--- src/rtl/l1c_mem_arb_pkg.sv ---
// Shared cache definitions: bus widths, line geometry and the
// arbiter's state and owner encodings.
package l1c_mem_arb_pkg;
    localparam int DATA_BITS       = 32;
    localparam int CACHE_LINE_BITS = 128;
    localparam int BEATS_DEF       = CACHE_LINE_BITS / DATA_BITS;

    typedef enum logic [1:0] {
        IDLE     = 2'd0,
        RD_BURST = 2'd1,
        WR_WAIT  = 2'd2
    } arb_state_t;

    typedef enum logic {
        OWN_I = 1'b0,
        OWN_D = 1'b1
    } owner_t;

    function automatic logic [1:0] owner_onehot(owner_t o);
        return (o == OWN_D) ? 2'b10 : 2'b01;
    endfunction
endpackage

--- src/rtl/l1c_mem_arb_rr_arb2.sv ---
// Two-way round-robin pick: on a tie, the requester that was not served last wins.
module rr_arb2 (
    input  logic [1:0] req,
    input  logic       last,   // 1 = requester 1 was served last
    output logic [1:0] gnt
);
    assign gnt[0] = req[0] & (~req[1] | last);
    assign gnt[1] = req[1] & (~req[0] | ~last);
endmodule

--- src/rtl/l1c_mem_arb.sv ---
// Shares the single CPU-wrapper master port between the I-cache (line reads)
// and the D-cache (line reads or single-word writes).
module l1c_mem_arb
    import l1c_mem_arb_pkg::*;
#(
    parameter int BEATS = BEATS_DEF
) (
    input  logic        clk,
    input  logic        rst,
    input  logic        i_req,
    input  logic [31:0] i_addr,
    input  logic        d_req,
    input  logic [31:0] d_addr,
    input  logic        d_write,
    input  logic [31:0] d_wdata,
    input  logic [3:0]  d_wstrb,
    output logic        m_req,
    output logic [31:0] m_addr,
    output logic        m_write,
    output logic [31:0] m_wdata,
    output logic [3:0]  m_wstrb,
    output logic [1:0]  m_len,
    input  logic [31:0] m_rdata,
    input  logic        m_rvalid,
    input  logic        m_rready,
    input  logic        m_bdone,
    output logic [31:0] i_rdata,
    output logic        i_rvalid,
    output logic        i_done,
    output logic [31:0] d_rdata,
    output logic        d_rvalid,
    output logic        d_done,
    output logic [1:0]  grant
);
    localparam int             CW        = (BEATS > 1) ? $clog2(BEATS) : 1;
    localparam logic [CW-1:0]  LAST_BEAT = CW'(BEATS - 1);
    localparam logic [1:0]     RD_LEN    = 2'(BEATS - 1);

    arb_state_t    state, state_nx;
    owner_t        owner, last_owner;
    logic [CW-1:0] beat_cnt;
    logic [1:0]    gnt;
    logic          beat, rd_last, wr_done;
    logic          sel_write;
    logic [31:0]   sel_addr;

    rr_arb2 u_rr (
        .req  ({d_req, i_req}),
        .last (last_owner == OWN_D),
        .gnt  (gnt)
    );

    assign beat    = (state == RD_BURST) & m_rvalid & m_rready;
    assign rd_last = beat & (beat_cnt == LAST_BEAT);
    assign wr_done = (state == WR_WAIT) & m_bdone;

    // Only the D-cache can write; an I-cache grant is always a line read.
    assign sel_write = gnt[1] & d_write;
    assign sel_addr  = gnt[1] ? d_addr : i_addr;

    always_comb begin
        state_nx = state;
        case (state)
            IDLE:     if (gnt[1])      state_nx = d_write ? WR_WAIT : RD_BURST;
                      else if (gnt[0]) state_nx = RD_BURST;
            RD_BURST: if (rd_last)     state_nx = IDLE;
            WR_WAIT:  if (m_bdone)     state_nx = IDLE;
            default:                   state_nx = IDLE;
        endcase
    end

    always_ff @(posedge clk or posedge rst) begin
        if (rst) begin
            state      <= IDLE;
            owner      <= OWN_I;
            last_owner <= OWN_D;
            beat_cnt   <= '0;
            m_addr     <= '0;
            m_write    <= 1'b0;
            m_wdata    <= '0;
            m_wstrb    <= 4'hF;
            m_len      <= '0;
        end else begin
            state <= state_nx;
            // Request inputs are sampled only here; the transaction runs on latched copies.
            if (state == IDLE && gnt != 2'b00) begin
                owner   <= gnt[1] ? OWN_D : OWN_I;
                m_write <= sel_write;
                m_addr  <= sel_write ? sel_addr : {sel_addr[31:4], 4'h0};
                m_len   <= sel_write ? 2'd0 : RD_LEN;
                m_wdata <= sel_write ? d_wdata : 32'h0;
                m_wstrb <= sel_write ? d_wstrb : 4'hF;
            end
            if (beat)
                beat_cnt <= rd_last ? '0 : beat_cnt + 1'b1;
            if (rd_last || wr_done)
                last_owner <= owner;
        end
    end

    assign m_req = (state != IDLE);
    assign grant = m_req ? owner_onehot(owner) : 2'b00;

    assign i_rvalid = beat & (owner == OWN_I);
    assign d_rvalid = beat & (owner == OWN_D);
    assign i_rdata  = (state == RD_BURST && owner == OWN_I) ? m_rdata : 32'h0;
    assign d_rdata  = (state == RD_BURST && owner == OWN_D) ? m_rdata : 32'h0;
    assign i_done   = rd_last & (owner == OWN_I);
    assign d_done   = (rd_last & (owner == OWN_D)) | wr_done;
endmodule

--- config.mk ---
export PLATFORM = sky130hd
export DESIGN_NAME = l1c_mem_arb
export DESIGN_NICKNAME = d
export VERILOG_FILES = /design/src/rtl/l1c_mem_arb_pkg.sv /design/src/rtl/l1c_mem_arb_rr_arb2.sv /design/src/rtl/l1c_mem_arb.sv
export SDC_FILE = /design/constraint.sdc
export NUM_CORES = 1
export LEC_CHECK = 0
export ABC_AREA = 1
export CAP_MARGIN = 20
export CORE_AREA = 2 2 109 111
export CTS_BUF_LIST = sky130_fd_sc_hd__clkbuf_16
export DETAILED_ROUTE_END_ITERATION = 12
export DIE_AREA = 0 0 111 113
export PLACE_DENSITY_LB_ADDON = 0.15
export SYNTH_ARGS = -nofsm -noshare
export SYNTH_HDL_FRONTEND = slang
export SYNTH_SLANG_ARGS = --single-unit
--- constraint.sdc ---
create_clock -name clk -period 3.3 [get_ports clk]
set_clock_uncertainty 0.1 [all_clocks]
set_input_delay 0.99 -clock clk [delete_from_list [all_inputs] [get_ports clk]]
set_output_delay 0.99 -clock clk [all_outputs]
set_load 0.03 [all_outputs]
==> impl_metrics.toml <==
[power]
total_power_mw = 6.492
leakage_nw = 3.650
peakVddDrop_uv = 456.2
powerDensity_nw_per_um2 = 937.1

[final_layout]
nNetsFinal = 954
final_cell_mix = "nand2_1 (263), clkdlybuf4s50_1 (209), nor2_1 (74), buf_4 (74), dfrtp_1 (71)"
area_growth_pct = 77.75
postLayoutCoreUtil = 0.6146
mostFrequentLayoutCell = "nand2_1"
drive_gt1_frac = 0.1467
final_cells = 961
antenna_cells = 0

[route]
wl_per_cell_um = 13.95
vias = 4345
drt-total-wl_um = 13410
drc = 0
drt_iter0_markers = 244
ant_nets = 0
vias_per_cell = 4.521
dr.pass1.iters = 6

[clocking]
cts_tree = "done"
clk_pin_slew_ns = 0.06
clockBufferDepth = 2
ctsHoldBuffers = 0
numCtsBuffers = 9
cts-htree-levels = 3
clockRootBuffer = "clkbuf_16"
cts_resized = 0
postCtsSetupBuffers = 0
clk_latency_ns = 0.32
cts_sinks = 76

[grt]
grt_usage = 0.2087
grt_overflow = 0
grt.busiest_layer = "met2"
grt_pass1_wl_um = 21180
gr-usage-met3 = 0.06320
first_global_vias = 4233
grt_max_degree = 44
globalRouteMet2Util = 0.3652
use_met1 = 0.2486
grt_antenna_before_repair = 0

[worst_setup_path]
reg2regPathDepth = 6
rrSetupSlack_ns = 1.49
cp_max_fo = 3
worstSetupPathType = "in -> out"
cp_data_required_time_ns = 2.21
critPathArrivalTime_ns = 2.07
critPathLaunchType = "primary input"
crit_path_end_kind = "primary output"

[run_status]
status = "completed"

[die]
die_h_um = 113
dieArea_um2 = 12540
ios = 282
initial_core_util = 0.3458
fp.dieW_um = 111
fp-row-count = 39
core_um2 = 11270

[sta]
report.final.slew_viol_count = 0
rsz0062_at_grt = "false"
max_freq_mhz = 316.4
hold_violations = 0
fin_ws_ns = 0.1390
tns_ns = 0
max_slew_margin = 0.5209
worst_pin_slew_ns = 0.7178
finalCriticalPeriod_ns = 3.161
finalSetupViolCount = 0
finalCritPeriodShare = 0.9579

[synthesis]
syn-num-nets = 683
synth-seq-cells = 76
synth.avg_cell_area_um2 = 7.191
yosysSeqAreaShare = 0.4896
yosysWarnings = 0
syn_inst = 542
synth.distinct_cells = 21
syn_area_um2 = 3897

[placement]
placed_cells = 945
pre_cts_ws_ns = 0.03834
place_hpwl_um = 10260
routabilityCongestion = 0.8571
portBuffers = 277

[worst_hold_path]
hold_depth = 2
hp-class = "reg -> reg"

[run]
max-cap-violations = 0
synth_stat cells (all sizes together):
master | n | share of area
dfrtp | 71 | 0.46
ha | 1 | 0.0032
inv | 44 | 0.043
clkbuf | 1 | 0.00096
o21ai | 9 | 0.012
buf | 28 | 0.054
dfstp | 5 | 0.034
nor2 | 77 | 0.082
nand2 | 271 | 0.27
a21oi | 1 | 0.0013
nand3 | 34 | 0.047
kinds of logic after synthesis:
logic type / after synthesis / synth area share
AO/OA/AOI/OAI: 10 / 0.01284
adder cells (fa/ha/maj): 1 / 0.003210
flip-flops: 76 / 0.4896
AND/OR/NAND/NOR: 382 / 0.3965
buffers and inverters: 73 / 0.09791
metal layers:
metal  part of all wire  wire length, µm
met5                  0                0
met4              0.021              286
met3              0.075             1009
met2               0.49             6601
met1               0.41             5512
power breakdown:
group | switching [mW] | internal (mW)
Combinational | 2.45 | 1.49
Sequential | 0.242 | 1.37
Clock | 0.416 | 0.526
Total | 3.11 | 3.38
critical path: stages:
cell and delay, ns:
clkdlybuf4s50_1 0.46, nand2_1 0.07, inv_2 0.08, nand3_2 0.09, o21ai_2 0.13, buf_4 0.14
buf_12 0.11
cell type report:
cell class,count,area [µm²]
Multi-Input combinational cell,393,1617
Fill cell,1001,4344
Inverter,44,168.9
Clock buffer,9,225.2
Sequential cell,76,1908
Timing Repair Buffer,289,2768
Tap cell,143,178.9
Clock inverter,7,62.56
flip-flops by register name (all words and copies together) (netlist names), 2 cells and up:
register and flops:
m_addr 32, m_wdata 32, m_wstrb 4, beat_cnt 2
state 2
per-stage QoR:
step / hold slack (ns) / area [µm²]
global route: 0.3936 / 6928
floorplan: 0.3459 / 3897
detailed placement: 0.3644 / 6631
CTS: 0.3810 / 6919
global placement: 0.3617 / 6631
finish: 0.3779 / 6928
final timing paths:
kind | startpoint | endpoint
hold reg to reg | m_addr[8] | m_addr[8]
setup reg to reg | last_owner | m_addr[24]
max in group asynchronous | rst | m_wdata[4]
min in group asynchronous | rst | m_wdata[26]
setup / recovery | m_rvalid | d_done
hold / removal | m_addr[8] | m_addr[8]
Note: power is estimated with default switching activity, not from simulation.
